<file path="config.mk">
export PLATFORM = sky130hd
export DESIGN_NAME = frame_draw_scheduler
export DESIGN_NICKNAME = d
export VERILOG_FILES = /design/src/rtl/draw_pkg.sv /design/src/rtl/slot_decoder.sv /design/src/rtl/frame_draw_scheduler.sv
export SDC_FILE = /design/constraint.sdc
export NUM_CORES = 2
export LEC_CHECK = 0
export ABC_CLOCK_PERIOD_IN_PS = 3260
export CAP_MARGIN = 40
export CORE_ASPECT_RATIO = 1.5
export CORE_MARGIN = 3
export CORE_UTILIZATION = 35
export DETAILED_ROUTE_END_ITERATION = 6
export PLACE_DENSITY = 0.59
export SLEW_MARGIN = 0
export SYNTH_ARGS = -nofsm -noshare
export SYNTH_HDL_FRONTEND = slang
export SYNTH_HIERARCHICAL = 1
export SYNTH_SLANG_ARGS = --single-unit
export TNS_END_PERCENT = 20
</file>
<file path="constraint.sdc">
create_clock -name clk -period 3.26 [get_ports clk]
set_input_delay 0.326 -clock clk [delete_from_list [all_inputs] [get_ports clk]]
set_output_delay 0.326 -clock clk [all_outputs]
set_load 0.02 [all_outputs]
</file>
<file path="src/rtl/draw_pkg.sv">
// draw_pkg: entity word fields, drawer one-hot encodings and scheduler state codes
// shared by the frame draw scheduler and its slot decoder.
package draw_pkg;
   localparam int E_ACTIVE = 33;
   localparam int E_Y_LSB  = 16;
   localparam int E_X_LSB  = 6;
   localparam logic [2:0] D_NONE     = 3'b000;
   localparam logic [2:0] D_SHIP     = 3'b100;
   localparam logic [2:0] D_ASTEROID = 3'b010;
   localparam logic [2:0] D_SHOT     = 3'b001;
   typedef logic [2:0] state_t;
   localparam state_t S_IDLE  = 3'd0;
   localparam state_t S_SNAP  = 3'd1;
   localparam state_t S_ISSUE = 3'd2;
   localparam state_t S_WAIT  = 3'd3;
   localparam state_t S_NEXT  = 3'd4;
   localparam state_t S_DONE  = 3'd5;
endpackage

</file>
<file path="src/rtl/slot_decoder.sv">
// slot_decoder: maps a scheduler slot index to its drawer class and its word offset
// inside the snapshot {ship, asteroid, shot}, where shots occupy the low words.
module slot_decoder
   import draw_pkg::*;
#(
   parameter int MAX_SHIPS     = 1,
   parameter int MAX_ASTEROIDS = 5,
   parameter int MAX_SHOTS     = 10,
   parameter int IW            = 4
) (
   input  logic [IW-1:0] idx,
   output logic [2:0]    cls,
   output logic [IW-1:0] off
);
   localparam int AB = MAX_SHIPS + MAX_ASTEROIDS;
   assign cls = int'(idx) < MAX_SHIPS ? D_SHIP : int'(idx) < AB ? D_ASTEROID : D_SHOT;
   assign off = cls == D_SHIP     ? IW'(int'(idx) + MAX_ASTEROIDS + MAX_SHOTS) :
                cls == D_ASTEROID ? IW'(int'(idx) - MAX_SHIPS + MAX_SHOTS) :
                                    IW'(int'(idx) - AB);
endmodule

</file>
<file path="src/rtl/frame_draw_scheduler.sv">
// frame_draw_scheduler: per-frame sequencer that erases last frame's sprites and draws
// this frame's, handing the plot port to one drawer at a time.
module frame_draw_scheduler
   import draw_pkg::*;
#(
   parameter int ENTITY_SIZE   = 34,
   parameter int MAX_SHIPS     = 1,
   parameter int MAX_ASTEROIDS = 5,
   parameter int MAX_SHOTS     = 10,
   parameter int TIMEOUT       = 4095
) (
   input  logic                               clk,
   input  logic                               reset_n,
   input  logic                               frame_tick,
   input  logic [MAX_SHIPS*ENTITY_SIZE-1:0]     ship_reg,
   input  logic [MAX_ASTEROIDS*ENTITY_SIZE-1:0] asteroid_reg,
   input  logic [MAX_SHOTS*ENTITY_SIZE-1:0]     shot_reg,
   input  logic [2:0]                         drv_done,
   output logic [2:0]                         drv_start,
   output logic [2:0]                         drv_sel,
   output logic [ENTITY_SIZE-1:0]             drv_entity,
   output logic                               drv_erase,
   output logic                               busy,
   output logic                               frame_done,
   output logic                               overrun,
   output logic                               timeout_err
);
   localparam int N  = MAX_SHIPS + MAX_ASTEROIDS + MAX_SHOTS;
   localparam int IW = $clog2(N);
   localparam int TW = $clog2(TIMEOUT + 1);
   localparam int NB = N * ENTITY_SIZE;
   state_t               state_q, state_d;
   logic [IW-1:0]        idx_q, idx_d;
   logic                 pass_q, pass_d;
   logic [NB-1:0]        cur_q, cur_d, prev_q, prev_d;
   logic [TW-1:0]        cnt_q, cnt_d;
   logic                 pending_q, pending_d, overrun_q, overrun_d, timeout_q, timeout_d;
   logic [2:0]           cls;
   logic [IW-1:0]        off;
   logic [ENTITY_SIZE-1:0] word;
   logic                 act, hold, done_hit, last;
   slot_decoder #(
      .MAX_SHIPS(MAX_SHIPS), .MAX_ASTEROIDS(MAX_ASTEROIDS), .MAX_SHOTS(MAX_SHOTS), .IW(IW)
   ) u_dec (
      .idx(idx_q), .cls(cls), .off(off)
   );
   // pass_q: 0 = erase from prev, 1 = draw from cur
   assign word       = pass_q ? cur_q[int'(off)*ENTITY_SIZE +: ENTITY_SIZE]
                              : prev_q[int'(off)*ENTITY_SIZE +: ENTITY_SIZE];
   assign act        = word[E_ACTIVE];
   assign hold       = (state_q == S_ISSUE || state_q == S_WAIT) && act;
   assign done_hit   = |(drv_done & cls);
   assign last       = idx_q == IW'(N - 1);
   assign drv_start  = (state_q == S_ISSUE && act) ? cls : D_NONE;
   assign drv_sel    = hold ? cls : D_NONE;
   assign drv_entity = hold ? word : '0;
   assign drv_erase  = hold & ~pass_q;
   assign busy       = state_q != S_IDLE;
   assign frame_done = state_q == S_DONE;
   assign overrun    = overrun_q;
   assign timeout_err = timeout_q;
   always_comb begin
      state_d   = state_q;
      idx_d     = idx_q;
      pass_d    = pass_q;
      cur_d     = cur_q;
      prev_d    = prev_q;
      cnt_d     = cnt_q;
      pending_d = pending_q | (frame_tick & (state_q != S_IDLE));
      overrun_d = overrun_q | (frame_tick & pending_q);
      timeout_d = timeout_q;
      case (state_q)
         S_IDLE: if (frame_tick || pending_q) begin
            state_d   = S_SNAP;
            pending_d = 1'b0;
         end
         S_SNAP: begin
            cur_d   = {ship_reg, asteroid_reg, shot_reg};
            idx_d   = '0;
            pass_d  = 1'b0;
            state_d = S_ISSUE;
         end
         S_ISSUE: begin
            cnt_d   = TW'(1);
            state_d = act ? S_WAIT : S_NEXT;
         end
         // the watchdog counts every cycle the drawer owns the port, ISSUE included
         S_WAIT: begin
            cnt_d = cnt_q + TW'(1);
            if (done_hit) state_d = S_NEXT;
            else if (cnt_q >= TW'(TIMEOUT - 1)) begin
               timeout_d = 1'b1;
               state_d   = S_NEXT;
            end
         end
         S_NEXT: if (!last) begin
            idx_d   = idx_q + IW'(1);
            state_d = S_ISSUE;
         end else if (!pass_q) begin
            idx_d   = '0;
            pass_d  = 1'b1;
            state_d = S_ISSUE;
         end else begin
            prev_d  = cur_q;
            state_d = S_DONE;
         end
         S_DONE: state_d = S_IDLE;
         default: state_d = S_IDLE;
      endcase
   end
   always_ff @(posedge clk or negedge reset_n) begin
      if (!reset_n) begin
         state_q   <= S_IDLE;
         idx_q     <= '0;
         pass_q    <= 1'b0;
         cur_q     <= '0;
         prev_q    <= '0;
         cnt_q     <= '0;
         pending_q <= 1'b0;
         overrun_q <= 1'b0;
         timeout_q <= 1'b0;
      end else begin
         state_q   <= state_d;
         idx_q     <= idx_d;
         pass_q    <= pass_d;
         cur_q     <= cur_d;
         prev_q    <= prev_d;
         cnt_q     <= cnt_d;
         pending_q <= pending_d;
         overrun_q <= overrun_d;
         timeout_q <= timeout_d;
      end
   end
endmodule

</file>
* Word-level counts from Yosys, hierarchy flattened
Cells that the tools add are included.
** Word-level totals
- Bits in registers :: 1111
- Word-level logic and storage cells :: 79
- Output and inout port bits :: 45
** Cells by class
- Reductions and logical operators :: 14
- Equal/unequal tests :: 12
- Bitwise gates (word level) :: 8
- $add $sub $neg :: 7
- Multiplexer cells :: 23
- Shift-type cells :: 2
- Magnitude comparators :: 3
- Multipliers :: 1
** Operators with widths (count)
- 544-bit by 11-bit indexed part select with 34-bit output :: 1
- 544-bit by 32-bit indexed part select with 34-bit output :: 1
- 34-bit two-way mux :: 2
- 3-bit two-way mux :: 9
- 12-bit one-hot mux with 2 select lines :: 1
- 4-bit two-way mux :: 4
- 3-bit one-hot mux with 5 select lines :: 1
- 12-bit by 1-bit adder with 12-bit output, second input constant :: 1
- 12-bit greater-or-equal comparator, second input constant :: 1
- 3-bit by 2-bit equality test with 1-bit output, second input constant :: 3
- 3-bit equality test, second input constant :: 3
- 4-bit by 5-bit multiplier with 9-bit output, second input constant :: 1
- 4-bit adder, second input constant :: 2
- 4-bit one-hot mux with 2 select lines :: 1
- 2-bit AND reduction :: 3
- 3-bit AND reduction :: 2
- 4-bit by 1-bit adder with 4-bit output, second input constant :: 1
- 4-bit by 3-bit adder with 4-bit output, second input constant :: 1
- 4-bit equality test, second input constant :: 1
- 4-bit by 1-bit less-than comparator with 1-bit output, second input constant :: 1
- 4-bit by 3-bit less-than comparator with 1-bit output, second input constant :: 1
- 2-bit != test, second input constant :: 2
- 2-bit nonzero test :: 2
- 4-bit by 1-bit subtractor with 4-bit output, second input constant :: 1
- 16 further kinds :: 24

* Logic depth before layout (Yosys ltp)
- Depth after elaboration :: 11
- Mapped depth :: 13

* Cells and area by module
Netlist, hierarchy kept.
** By module, submodules not included
- frame_draw_scheduler :: times used 1, area an instance 50340.8 um^2, cells an instance 4162
- slot_decoder :: times used 1, area an instance 215.2 um^2, cells an instance 26

* Worst setup path before layout
OpenSTA, ideal clock, no wires.
- Kind :: flip-flop to output port
- Start :: register idx_q[1]
- End :: output port drv_entity[32]
- Path buffers :: 3
- Path slack :: -0.013 ns
- Stages on the path, launching flop included :: 13
- Arrival time :: 2.947 ns
- Required time :: 2.934 ns
- Cells stage by stage :: dfrtp_1 -> inv_1 -> ha_1 -> xnor2_1 -> o32ai_1 -> clkbuf_1 -> inv_2 -> buf_2 -> buf_2 -> o21ai_0 -> o211ai_1 -> nand3_1 -> a311oi_1
** On the way
- Word-level cells in the longest chain between the ends :: 11
- Elaborated cells between the ends (all ways) :: 19
- Those cells by class :: 5 x add/sub; 1 x mul; 2 x order compare; 2 x eq/ne; 2 x shift; 6 x mux; 1 x reduce/logical
** RTL lines
- start, declared :: RTL line frame_draw_scheduler.sv:33 : logic [IW-1:0] idx_q, idx_d;
- start signal, assigned :: RTL line frame_draw_scheduler.sv:124 : idx_q <= idx_d;
- parallel branches: the longest is 5 deep, another holds 4-bit by 1-bit subtractor with 4-bit output
- 4-bit two-way mux (*) :: RTL line slot_decoder.sv:17 : assign off = cls == D_SHIP ? IW'(int'(idx) + MAX_ASTEROIDS + MAX_SHOTS) :
- via off[1] :: RTL line frame_draw_scheduler.sv:39 : logic [IW-1:0] off;
- 4-bit by 5-bit multiplier with 9-bit output (*) :: RTL line frame_draw_scheduler.sv:48, frame_draw_scheduler.sv:49
- 544-bit by 11-bit indexed part select with 34-bit output or 544-bit by 32-bit indexed part select with 34-bit output (tied branches) :: RTL line frame_draw_scheduler.sv:49, frame_draw_scheduler.sv:48
- 34-bit two-way mux (*) :: RTL line frame_draw_scheduler.sv:48 : assign word = pass_q ? cur_q[int'(off)*ENTITY_SIZE +: ENTITY_SIZE]
- 1-bit logical AND :: RTL line frame_draw_scheduler.sv:51 : assign hold = (state_q == S_ISSUE || state_q == S_WAIT) && act;
- 34-bit two-way mux (*) :: RTL line frame_draw_scheduler.sv:56 : assign drv_entity = hold ? word : '0;
- end, declared :: RTL line frame_draw_scheduler.sv:21 : output logic [ENTITY_SIZE-1:0] drv_entity,
Mark *: on every way through the listed nets, which the timed path passes.

* Worst setup path after layout
- Start :: register idx_q[0]
- End :: output port drv_entity[19]
The elaborated chain is that of the path after synthesis.

==> summary.txt <==
Worst setup path
  – Register-to-Register Path Depth: 13
  – Origin of the critical flop-to-flop path: idx_q[0]
  – R2r endpoint: state_q[0]
  – R2R Setup Slk: 0.60 ns
  – Crit path cell chain: inv_2 > ha_4 > a21oi_2 > o32ai_2 > buf_4 > buf_4 > and2_2 > a22oi_2 > nand4_1 > a41o_2 > buf_12 > buf_12 > a21oi_1 > buf_4
  – Cell mode on critical path: buf_4
  – Max incr delay on CP: 0.40 ns
  – Top delay family on crit path: buffers and inverters
  – Cell with the largest stage delay on the worst path: dfrtp_1
  – Worst EP arrival: 3.54 ns
  – Crit path max fanout: 12
  – Buffers plus inverters on the worst setup path: 6
  – Worst path required time: 2.93 ns
  – Critical path launch point type: flop
  – Critical path type: reg -> out
  – CP Capture Type: output pin

STA
  – Slew Limit Headroom: 52.08%
  – Final hold violation count: 0
  – Total negative slack: -21.55 ns
  – Minimum clock period: 3.868 ns
  – Fin. max-slew vios: 0
  – Fin crit share: 118.6%
  – Final setup fails: 41
  – Final hold slack: 0.1816 ns
  – RSZ-0062 raised after global routing: true
  – Final WS setup: -0.6077 ns
  – Worst Max-Slew Pin Slew: 0.7188 ns
  – FMAX: 258.6 MHz
  – Worst Clk Skew: 0.02810 ns

Synthesis
  – Post-synth cell types: 51
  – Top-area cell type share of the netlist area: 54.99%
  – Post-synth EDFFs: 0
  – YS warnings: 6
  – Post-synthesis adder-cell area fraction: 0.1980%
  – Biggest area consumer among synthesized cells: dfrtp_1
  – Mapped Nets: 4,746
  – Post-Synthesis Cells: 4,188
  – Post-synthesis register bit count: 1,111
  – Post-synthesis xor/xnor area fraction: 0.06930%
  – Largest family of logic cells by synthesized area: multiplexers
  – Synth Area in Simple Gates: 13.63%
  – Syn Std Cell Area: 0.05056 mm²
  – Sequential fraction of the synthesis area: 54.99%
  – Post-synthesis mux area share: 27.19%
  – Synth async-reset ratio: 100.0%
  – Compound-Gate Fraction of Synth Area: 1.141%
  – Top_reg_cell synth: dfrtp_1
  – Syn Area/Cell: 12.07 µm²
  – Area contributors post-synth: dfrtp_1 (55%), mux4_2 (14%), nand2_1 (13%)

Clock network
  – Clk_lat worst skew: 0.75 ns
  – CTS Buffer Depth: 3
  – CTS clk-pin slew, worst paths: 0.07 ns
  – Number of CTS-inserted buffers: 110
  – H-tree lvl count: 3
  – TritonCTS clock tree: done
  – Sink Count: 1,111
  – Clock root cell: clkbuf_16

Die
  – Die height: 471.5 µm
  – Die area: 0.1491 mm²
  – DIE WIDTH: 316.3 µm
  – Std-Cell Core Area: 0.1434 mm²
  – Initial core utilization: 35.26%
  – Cell Rows: 170
  – I/O pin count: 595

Global route
  – Number of global-route vias before repair: 36,210
  – GR Util met3: 4.350%
  – Global Route met1 Usage: 26.14%
  – Overflow after GRT: 0
  – Initial antenna violation count: 29
  – Tot GR Track Use: 20.26%
  – Largest net degree at the start of global routing: 144
  – Global route hottest layer: met2
  – M2 GR Usage: 33.87%
  – First-pass GRT wire length: 227,700 µm

Routing
  – Drt via density: 5.038
  – DR vias: 34,409
  – WL/cell: 22.15 µm
  – Post-DRT Antenna Nets: 0
  – DR iter-0 viols: 2,608
  – Detailed Route WL: 151,300 µm
  – DRC: 0
  – DR pass1 iterations: 5

Layout
  – Fin cells: 6,830
  – Proportion of layout cells with a drive suffix above 1: 27.90%
  – Fill cell count: 13,110
  – Final core utilization: 44.93%
  – Area delta synth->final: 27.41%
  – Fin nets: 5,383

Min path
  – Class of the tightest hold or removal check: in -> async

Pwr
  – Total Power: 47.20 mW
  – Int Power: 32.66 mW
  – VDD IR max: 512.2 µV
  – Pwr dens: 732.7 mW/mm²
  – Switch Pwr: 14.54 mW
  – Comb power frac: 26.8%
  – Leak: 29.57 nW
  – Switching portion of total power: 30.80%
  – Sequential Power Share: 44.5%
  – Clock power share: 28.7%

Place
  – Port Buffers: 594
  – Placed Cells: 6,579
  – Routability cong.: 0.8432
  – HPWL Detailed: 108,700 µm

Outcome
  – Failing checks: setup timing
  – Outcome: complete, but fails checks

Flow run
  – # Max-Cap Violations: 0
[metal layers]
| layer | part of all wire [%] | routed length, µm | vias up |
|---|---|---|---|
| li1 | - | - | 15570 |
| met1 | 41 | 62030 | 17550 |
| met4 | 3.0 | 4583 | 22 |
| met3 | 6.8 | 10300 | 206 |
| met2 | 49 | 74260 | 1061 |
| met5 | 0.095 | 143 | - |
[final cells by class]
cell class / count / area, µm² / area share [%]
Tap cell: 1892 / 2367 / 3.675
Clock inverter: 46 / 510.5 / 0.7925
Timing Repair Buffer: 802 / 8623 / 13.39
Antenna cell: 17 / 42.54 / 0.06604
Inverter: 15 / 61.31 / 0.09518
Clock buffer: 162 / 3374 / 5.239
Sequential cell: 1111 / 27810 / 43.17
Multi-Input combinational cell: 2785 / 21630 / 33.58
[registers in the layout, indices dropped and copies added, names as in the netlist, 3 cells and up]
register and count:
state_q 3, cur_q 544, cnt_q 12, idx_q 4, prev_q 544
[power by group through the flow]
stage / registers [mW] / logic (mW) / clock network [mW]
global placement: 21.3 / 11.9 / 0
global route: 21.5 / 13.6 / 14.5
floorplan: 19.4 / 8.20 / 0
CTS: 21.1 / 12.7 / 13.9
finish: 21.0 / 12.6 / 13.6
detailed placement: 21.4 / 12.1 / 0
[logic make-up after synthesis]
group / Yosys count
AOI/OAI and AO/OA: 97
xor gates and xnor gates: 4
adders and majority gates: 8
buffers and inverters: 292
DFF: 1111
muxes: 895
and+or+nand+nor: 1781
[stage by stage]
stage	area (µm²)	setup slack (ns)
final	64410	-0.6077
after global routing	64370	-0.7238
after CTS	64180	-0.6539
after detailed placement	59810	-0.3548
after global placement	59810	-0.3846
after floorplan	50560	0.05493
[worst register-to-register path, stage by stage (launching register included)]
cell and delay, ns:
dfrtp_1 0.40, inv_2 0.10, ha_4 0.22, a21oi_2 0.15, o32ai_2 0.10, buf_4 0.16
buf_4 0.15, and2_2 0.23, a22oi_2 0.16, nand4_1 0.13, a41o_2 0.34, buf_6 0.16
buf_4 0.14, o21ai_0 0.13
[synthesized netlist by cell type, drive strengths merged (5+ instances only)]
cell,n
nand3,13
clkbuf,115
inv,14
ha,8
o21ai,18
a22oi,5
mux2i,22
mux2,546
nand4,5
buf,162
nand2,1684
nor2,18
dfrtp,1111
o211ai,5
nor3,7
a21oi,48
nand2b,36
mux4,327
[worst max path at each step]
stage | slack (ns) | start | endpoint | cells past startpoint
final | -0.61 | idx_q[0] | drv_entity[19] | 14
after global placement | -0.38 | idx_q[0] | drv_entity[20] | 14
after global routing | -0.72 | idx_q[0] | drv_entity[11] | 14
after floorplan | 0.05 | idx_q[1] | drv_start[0] | 12
after CTS | -0.65 | idx_q[1] | drv_entity[12] | 12
after detailed placement | -0.35 | idx_q[0] | drv_entity[20] | 14
[timing repair]
item                                    4_1_cts  5_1_grt
gates cloned                                  6        1
hold buffers                                  1        0
pin swaps                                    15       10
endpoints found under the hold margin        40        0
endpoints found under the setup margin       41       41
setup buffers                                13        5
gates resized for setup                     198       41
[cells in the final DEF (no fill, tap or decap), types with 4 or more instances in the layout]
| master | netlist | final |
|---|---|---|
| nand2_1 | 1684 | 1675 |
| dfrtp_1 | 1111 | 1109 |
| clkdlybuf4s50_1 | 0 | 552 |
| mux2_2 | 546 | 546 |
| mux4_2 | 324 | 324 |
| buf_4 | 4 | 129 |
| clkbuf_16 | 0 | 116 |
| buf_12 | 2 | 76 |
| nand2b_1 | 36 | 34 |
| clkbuf_8 | 0 | 32 |
| clkinv_2 | 0 | 25 |
| a21oi_1 | 48 | 24 |
| mux2i_1 | 22 | 22 |
| a21oi_2 | 0 | 20 |
| buf_6 | 13 | 20 |
| o21ai_0 | 18 | 18 |
| diode_2 | 0 | 17 |
| nor2_1 | 18 | 15 |
| clkbuf_1 | 115 | 15 |
| nand3_1 | 13 | 12 |
| inv_1 | 13 | 11 |
| buf_2 | 133 | 10 |
| bufinv_16 | 0 | 9 |
| nand2_2 | 0 | 8 |
| ha_1 | 8 | 7 |
| nor3_1 | 6 | 6 |
| buf_16 | 0 | 6 |
| nand4_1 | 5 | 5 |
| inv_6 | 0 | 5 |
| o211ai_1 | 5 | 5 |
| a21oi_4 | 0 | 4 |
| a21o_1 | 4 | 4 |
| clkinvlp_4 | 0 | 4 |
(Power assumes the default switching activity.)
